**src/rtl/multicycle_ctrl_if.sv**
```systemverilog
`default_nettype none
// ============================================================================
//  Module      : multicycle_ctrl_if
//  Description : Bundles the opcode and memory-ready inputs of the multicycle
//                controller together with every control output it decodes.
//                master : the controller (drives control, samples op/mem_ready)
//                slave  : the datapath  (drives op/mem_ready, samples control)
//  Signals     : op[5:0], mem_ready           - datapath to controller
//                pcwrite, branch, iord, memread, memwrite, irwrite, regdst,
//                memtoreg, regwrite, alusrca, illegal,
//                alusrcb[1:0], aluop[1:0], pcsrc[1:0], state[3:0]
//                                             - controller to datapath
//  Revision    : 1.0 - initial release
// ============================================================================
interface multicycle_ctrl_if;
    logic [5:0] op;
    logic       mem_ready;
    logic       pcwrite;
    logic       branch;
    logic       iord;
    logic       memread;
    logic       memwrite;
    logic       irwrite;
    logic       regdst;
    logic       memtoreg;
    logic       regwrite;
    logic       alusrca;
    logic       illegal;
    logic [1:0] alusrcb;
    logic [1:0] aluop;
    logic [1:0] pcsrc;
    logic [3:0] state;

    modport master (
        input  op, mem_ready,
        output pcwrite, branch, iord, memread, memwrite, irwrite, regdst,
               memtoreg, regwrite, alusrca, illegal, alusrcb, aluop, pcsrc,
               state
    );

    modport slave (
        output op, mem_ready,
        input  pcwrite, branch, iord, memread, memwrite, irwrite, regdst,
               memtoreg, regwrite, alusrca, illegal, alusrcb, aluop, pcsrc,
               state
    );
endinterface
`default_nettype wire

```
**src/rtl/multicycle_ctrl.sv**
```systemverilog
`default_nettype none
// ============================================================================
//  Module      : multicycle_ctrl
//  Description : Multicycle CPU main control FSM. Sequences fetch, decode,
//                memory, ALU, branch, ADDI, jump and illegal-opcode handling,
//                decoding all datapath controls from the current state.
//  Ports       : clk    - rising-edge clock
//                reset  - synchronous active-high reset
//                bus    - multicycle_ctrl_if.master (op, mem_ready in;
//                         control signals and debug state out)
//  Revision    : 1.0 - initial release
// ============================================================================
module multicycle_ctrl (
    input  wire                   clk,
    input  wire                   reset,
    multicycle_ctrl_if.master     bus
);

    localparam logic [3:0] c_FETCH  = 4'd0;
    localparam logic [3:0] c_DECODE = 4'd1;
    localparam logic [3:0] c_MEMADR = 4'd2;
    localparam logic [3:0] c_MEMRD  = 4'd3;
    localparam logic [3:0] c_MEMWB  = 4'd4;
    localparam logic [3:0] c_MEMWR  = 4'd5;
    localparam logic [3:0] c_EXEC   = 4'd6;
    localparam logic [3:0] c_ALUWB  = 4'd7;
    localparam logic [3:0] c_BRANCH = 4'd8;
    localparam logic [3:0] c_ADDIEX = 4'd9;
    localparam logic [3:0] c_ADDIWB = 4'd10;
    localparam logic [3:0] c_JUMP   = 4'd11;
    localparam logic [3:0] c_ILL    = 4'd12;

    localparam logic [5:0] c_OP_RTYPE = 6'b000000;
    localparam logic [5:0] c_OP_J     = 6'b000010;
    localparam logic [5:0] c_OP_BEQ   = 6'b000100;
    localparam logic [5:0] c_OP_ADDI  = 6'b001000;
    localparam logic [5:0] c_OP_LW    = 6'b100011;
    localparam logic [5:0] c_OP_SW    = 6'b101011;

    logic [3:0] r_state;
    logic [3:0] w_next;

    logic       w_pcwrite, w_branch, w_iord, w_memread, w_memwrite, w_irwrite;
    logic       w_regdst, w_memtoreg, w_regwrite, w_alusrca, w_illegal;
    logic [1:0] w_alusrcb, w_aluop, w_pcsrc;

    // State register
    always_ff @(posedge clk) begin
        if (reset) begin
            r_state <= c_FETCH;
        end else begin
            r_state <= w_next;
        end
    end

    // Next-state logic; mem_ready only matters in FETCH, MEMRD and MEMWR
    always_comb begin
        w_next = c_FETCH;
        case (r_state)
            c_FETCH:  w_next = bus.mem_ready ? c_DECODE : c_FETCH;
            c_DECODE: begin
                case (bus.op)
                    c_OP_LW, c_OP_SW: w_next = c_MEMADR;
                    c_OP_RTYPE:       w_next = c_EXEC;
                    c_OP_BEQ:         w_next = c_BRANCH;
                    c_OP_ADDI:        w_next = c_ADDIEX;
                    c_OP_J:           w_next = c_JUMP;
                    default:          w_next = c_ILL;
                endcase
            end
            // op is stable here and already known to be LW or SW
            c_MEMADR: w_next = (bus.op == c_OP_LW) ? c_MEMRD : c_MEMWR;
            c_MEMRD:  w_next = bus.mem_ready ? c_MEMWB : c_MEMRD;
            c_MEMWR:  w_next = bus.mem_ready ? c_FETCH : c_MEMWR;
            c_EXEC:   w_next = c_ALUWB;
            c_ADDIEX: w_next = c_ADDIWB;
            // MEMWB, ALUWB, BRANCH, ADDIWB, JUMP, ILL and the unused
            // encodings 13..15 all return to FETCH
            default:  w_next = c_FETCH;
        endcase
    end

    // Output decode
    always_comb begin
        w_pcwrite  = 1'b0;
        w_branch   = 1'b0;
        w_iord     = 1'b0;
        w_memread  = 1'b0;
        w_memwrite = 1'b0;
        w_irwrite  = 1'b0;
        w_regdst   = 1'b0;
        w_memtoreg = 1'b0;
        w_regwrite = 1'b0;
        w_alusrca  = 1'b0;
        w_illegal  = 1'b0;
        w_alusrcb  = 2'b00;
        w_aluop    = 2'b00;
        w_pcsrc    = 2'b00;
        case (r_state)
            c_FETCH: begin
                w_memread = 1'b1;
                w_alusrcb = 2'b01;
                // PC+1 and IR load only commit on the cycle memory delivers
                w_irwrite = bus.mem_ready;
                w_pcwrite = bus.mem_ready;
            end
            c_DECODE: w_alusrcb = 2'b11;
            c_MEMADR: begin
                w_alusrca = 1'b1;
                w_alusrcb = 2'b10;
            end
            c_MEMRD: begin
                w_iord    = 1'b1;
                w_memread = 1'b1;
            end
            c_MEMWB: begin
                w_memtoreg = 1'b1;
                w_regwrite = 1'b1;
            end
            c_MEMWR: begin
                w_iord     = 1'b1;
                w_memwrite = 1'b1;
            end
            c_EXEC: begin
                w_alusrca = 1'b1;
                w_aluop   = 2'b10;
            end
            c_ALUWB: begin
                w_regdst   = 1'b1;
                w_regwrite = 1'b1;
            end
            c_BRANCH: begin
                w_alusrca = 1'b1;
                w_aluop   = 2'b01;
                w_branch  = 1'b1;
                w_pcsrc   = 2'b01;
            end
            c_ADDIEX: begin
                w_alusrca = 1'b1;
                w_alusrcb = 2'b10;
            end
            c_ADDIWB: w_regwrite = 1'b1;
            c_JUMP: begin
                w_pcsrc   = 2'b10;
                w_pcwrite = 1'b1;
            end
            c_ILL:    w_illegal = 1'b1;
            default:  ;
        endcase
        // During reset present a write-free FETCH so nothing architectural
        // changes, including a store that was waiting in MEMWR
        if (reset) begin
            w_pcwrite  = 1'b0;
            w_branch   = 1'b0;
            w_iord     = 1'b0;
            w_memread  = 1'b1;
            w_memwrite = 1'b0;
            w_irwrite  = 1'b0;
            w_regdst   = 1'b0;
            w_memtoreg = 1'b0;
            w_regwrite = 1'b0;
            w_alusrca  = 1'b0;
            w_illegal  = 1'b0;
            w_alusrcb  = 2'b01;
            w_aluop    = 2'b00;
            w_pcsrc    = 2'b00;
        end
    end

    assign bus.pcwrite  = w_pcwrite;
    assign bus.branch   = w_branch;
    assign bus.iord     = w_iord;
    assign bus.memread  = w_memread;
    assign bus.memwrite = w_memwrite;
    assign bus.irwrite  = w_irwrite;
    assign bus.regdst   = w_regdst;
    assign bus.memtoreg = w_memtoreg;
    assign bus.regwrite = w_regwrite;
    assign bus.alusrca  = w_alusrca;
    assign bus.illegal  = w_illegal;
    assign bus.alusrcb  = w_alusrcb;
    assign bus.aluop    = w_aluop;
    assign bus.pcsrc    = w_pcsrc;
    assign bus.state    = r_state;

endmodule
`default_nettype wire

```
**src/flat_wrapper.sv**
```systemverilog
// flat-port wrapper written by rule: the top's interface ports become plain ports
module multicycle_ctrl_flat 
  (clk, reset, bus_op, bus_mem_ready, bus_pcwrite, bus_branch, bus_iord, bus_memread, bus_memwrite, bus_irwrite, bus_regdst, bus_memtoreg, bus_regwrite, bus_alusrca, bus_illegal, bus_alusrcb, bus_aluop, bus_pcsrc, bus_state);
  multicycle_ctrl_if bus_i ();
  input  wire clk;
  input  wire reset;
  input wire logic [$bits(bus_i.op)-1:0] bus_op;
  input wire logic [$bits(bus_i.mem_ready)-1:0] bus_mem_ready;
  output wire logic [$bits(bus_i.pcwrite)-1:0] bus_pcwrite;
  output wire logic [$bits(bus_i.branch)-1:0] bus_branch;
  output wire logic [$bits(bus_i.iord)-1:0] bus_iord;
  output wire logic [$bits(bus_i.memread)-1:0] bus_memread;
  output wire logic [$bits(bus_i.memwrite)-1:0] bus_memwrite;
  output wire logic [$bits(bus_i.irwrite)-1:0] bus_irwrite;
  output wire logic [$bits(bus_i.regdst)-1:0] bus_regdst;
  output wire logic [$bits(bus_i.memtoreg)-1:0] bus_memtoreg;
  output wire logic [$bits(bus_i.regwrite)-1:0] bus_regwrite;
  output wire logic [$bits(bus_i.alusrca)-1:0] bus_alusrca;
  output wire logic [$bits(bus_i.illegal)-1:0] bus_illegal;
  output wire logic [$bits(bus_i.alusrcb)-1:0] bus_alusrcb;
  output wire logic [$bits(bus_i.aluop)-1:0] bus_aluop;
  output wire logic [$bits(bus_i.pcsrc)-1:0] bus_pcsrc;
  output wire logic [$bits(bus_i.state)-1:0] bus_state;
  assign bus_i.op = bus_op;
  assign bus_i.mem_ready = bus_mem_ready;
  assign bus_pcwrite = bus_i.pcwrite;
  assign bus_branch = bus_i.branch;
  assign bus_iord = bus_i.iord;
  assign bus_memread = bus_i.memread;
  assign bus_memwrite = bus_i.memwrite;
  assign bus_irwrite = bus_i.irwrite;
  assign bus_regdst = bus_i.regdst;
  assign bus_memtoreg = bus_i.memtoreg;
  assign bus_regwrite = bus_i.regwrite;
  assign bus_alusrca = bus_i.alusrca;
  assign bus_illegal = bus_i.illegal;
  assign bus_alusrcb = bus_i.alusrcb;
  assign bus_aluop = bus_i.aluop;
  assign bus_pcsrc = bus_i.pcsrc;
  assign bus_state = bus_i.state;
  multicycle_ctrl u_core (.clk(clk), .reset(reset), .bus(bus_i));
endmodule
```
**config.mk**
```make
export PLATFORM = sky130hd
export DESIGN_NAME = multicycle_ctrl_flat
export DESIGN_NICKNAME = d
export VERILOG_FILES = /design/src/rtl/multicycle_ctrl_if.sv /design/src/rtl/multicycle_ctrl.sv /design/src/flat_wrapper.sv
export SDC_FILE = /design/constraint.sdc
export NUM_CORES = 1
export LEC_CHECK = 0
export CELL_PAD_IN_SITES_DETAIL_PLACEMENT = 0
export CELL_PAD_IN_SITES_GLOBAL_PLACEMENT = 1
export CORE_MARGIN = 2
export CORE_UTILIZATION = 24
export DETAILED_ROUTE_END_ITERATION = 6
export PLACE_DENSITY = 0.72
export SYNTH_ARGS = -nofsm -noshare
export SYNTH_HDL_FRONTEND = slang
export SYNTH_SLANG_ARGS = --single-unit
```
**constraint.sdc**
```tcl
create_clock -name clk -period 3.6 [get_ports clk]
set_input_delay 0.72 -clock clk [delete_from_list [all_inputs] [get_ports clk]]
set_output_delay 0.72 -clock clk [all_outputs]
set_load 0.03 [all_outputs]
```
==> results by group <==
Run status
  – Status: finished, final reports clean

Critical path
  – Reg2reg start: u_core.bus.state[0]$_SDFF_PP0_
  – CP Data Required Time: roughly 2.9 ns
  – Critical path class: in2out
  – Worst setup SP type: primary input
  – Worst r2r dst: u_core.bus.state[0]$_SDFF_PP0_
  – Crit path DAT: 2.55 ns
  – Crit Path Max Fanout: 11
  – Reg2Reg Depth: 4
  – Worst setup EP type: output port
  – Flop-to-flop setup slack: 1.98 ns

Finish
  – Fin cells: around 140
  – Area Growth Syn to Fin: 56.7%
  – N_diodes: 0
  – Filler cell count: 237
  – Final Cell Area: 882 µm²
  – Max reg flops: 4
  – Nets: 120
  – Layout cells sized above 1: 0.0826
  – Finished Core Util: 0.399

Clock network
  – Clk buf depth: 2
  – CTS Hold Bufs: 0
  – Clock latency on the worst-skew pair: between 0.2 and 0.25 ns
  – Clock tree from TritonCTS: built
  – Setup repair bufs after CTS: 0
  – Clk sink count: 4
  – Clk slew on worst S/H paths: 0.04 ns
  – CTS buffer count: 3
  – Post-CTS sizing: 0
  – Htree depth: 1
  – Root Driver: clkbuf_4

Timing
  – Setup TNS Final: 0 ns
  – Max_slew headroom: 0.601
  – Final setup fails: 0
  – RSZ-0062 raised after global routing: no
  – Final Skew: 0.00304 ns
  – Worst Tran Pin Value: 0.598 ns
  – Final Hold Vio Count: 0
  – Tmin final: 3.27 ns
  – Max Clk Rate: 306 MHz
  – Final Max Slew Viols: 0
  – Final period util: 0.909

Place
  – Cell area after placement: between 800 and 900 µm²
  – # port buffers: 29
  – DP Cell Count: 134
  – Placed wire-length estimate: 1290 µm
  – Placer Congestion: 0.772

Detailed routing
  – WL/cell: between 10 and 15 µm
  – DR iter-0 viols: 8
  – Routed via count: about 700
  – Via-to-Cell Ratio: about 5.2
  – DRT Pass-1 Iters: 4
  – DRC viols: 0
  – Final wirelength: 1780 µm
  – Post-route ant nets: 0

Global routing
  – GRT Util Overall: 0.137
  – Largest net degree at the start of global routing: 18
  – Initial antenna violation count: 0
  – First-pass GRT wire length: approximately 2800 µm
  – Global route overflow: 0
  – Via count of the first global-routing pass: 614

Run
  – Max Cap Viol: 0

Die
  – Rows: 17
  – DIE WIDTH: 52.4 µm
  – Die area: 2750 µm²
  – Core area: 2210 µm²
  – IO Pins: 30
  – Die H: around 52 µm
  – Initial Utilization: 0.255

Worst hold path
  – Worst hold endpoint: u_core.bus.state[1]$_SDFF_PP0_
  – Tightest Hold Check Type: reg2reg
  – Min-Delay Path Depth: 2
  – Min-delay src: u_core.bus.state[0]$_SDFF_PP0_

Yosys
  – Syn Inst Count: between 80 and 90
  – Top post-synthesis cells by area: dfxtp_1, nor3_1, nor4_1
  – Avg Cell Area, Syn: 6.78 µm²
  – Commonest cells post-synth: nor2_1, nor3_1, nor4_1, nand2b_1
  – Yosys reg bits: 4
  – Synth unique cells: 34
  – Top cell type's share of synthesized area: 0.142
  – Main flop type after synthesis: dfxtp_1
  – Syn_nets: 92
  – Syn Std Cell Area: 563 µm²
  – Synth warnings: 0
  – Post-synth ARST share: 0
  – Post-synthesis sequential area ratio: 0.142
  – Leading area contributor after synthesis: dfxtp_1
  – Post-synth EDFFs: 0

Pwr
  – Lkg Pwr: between 0.2 and 0.3 nW
  – Worst vdd ir: 249 µV
  – Pwr dens: 244 nW/µm²
==> worst max-delay path, stage by stage <==
cell and delay [ns]:
clkdlybuf4s50_1 0.45, buf_4 0.20, nor4_1 0.42, clkdlybuf4s50_1 0.76
==> per-layer routing <==
layer | routed length, µm | share of wire | global-route usage
met1 | 860 | 0.48 | 0.175
met2 | 751 | 0.42 | 0.215
met3 | 167 | 0.094 | 0.0571
met4 | 0 | 0 | 0.0256
met5 | 0 | 0 | 0
==> how the worst max path moves through the flow <==
stage	startpoint	slack, ns	to
floorplan	reset	0.54	bus_aluop[0]
global placement	reset	0.38	bus_aluop[0]
detailed placement	reset	0.31	bus_aluop[0]
CTS	reset	0.30	bus_aluop[0]
global route	reset	0.17	bus_aluop[0]
finish	reset	0.33	bus_aluop[0]
==> stage by stage <==
| stage | worst slack, ns | hold slack [ns] | power [mW] |
|---|---|---|---|
| final | 0.329 | 0.772 | 0.215 |
| after detailed placement | 0.310 | 0.764 | 0.161 |
| after global routing | 0.173 | 0.838 | 0.234 |
| after global placement | 0.379 | 0.786 | 0.161 |
| after floorplan | 0.543 | 0.742 | 0.119 |
| after CTS | 0.304 | 0.772 | 0.218 |
==> cells by family (layout without fill, tap and decap cells) <==
logic type | Yosys count | count (layout) | share of synthesized area
mux | 2 | 2 | 0.0356
simple gates | 43 | 43 | 0.413
flops | 4 | 4 | 0.142
buf+inv | 11 | 37 | 0.0911
compound gates | 21 | 21 | 0.287
xor+xnor | 2 | 2 | 0.0311
==> cells in the final DEF (no fill, tap or decap) <==
cell type / instances
a2111oi_4: 1
a21o_1: 2
a21oi_1: 4
a2bb2oi_1: 1
a311oi_1: 1
a31o_2: 1
a31oi_1: 3
buf_4: 1
clkbuf_4: 3
clkdlybuf4s50_1: 29
dfxtp_1: 4
inv_1: 4
mux2i_1: 2
nand2_1: 3
nand2b_1: 5
nand3_1: 3
nand4_1: 1
nor2_1: 9
nor2b_1: 1
nor3_1: 9
nor4_1: 6
nor4b_1: 1
o211ai_1: 2
o21ai_0: 3
o21bai_1: 1
o31a_1: 1
o31ai_1: 1
or2_2: 2
or3_1: 1
or4_1: 1
or4_4: 1
xnor2_1: 1
xor2_1: 1
==> power by group <==
| part | leakage (nW) | internal (mW) | switching (mW) |
|---|---|---|---|
| combinational | 0.222 | 0.0447 | 0.0548 |
| sequential | 0.0326 | 0.0477 | 0.0134 |
| clock | 0.0138 | 0.0372 | 0.0177 |
| total | 0.268 | 0.130 | 0.0859 |
==> area by class of cell <==
class                   instances  area [µm²]  area share
multi-input cells              68         432       0.489
inverters                       4        15.0      0.0170
flip-flops and latches          4        80.1      0.0908
repair buffers                 30         298       0.338
clock buffers                   3        22.5      0.0255
well taps                      28        35.0      0.0397
Note: power is estimated with default switching activity, not from simulation.
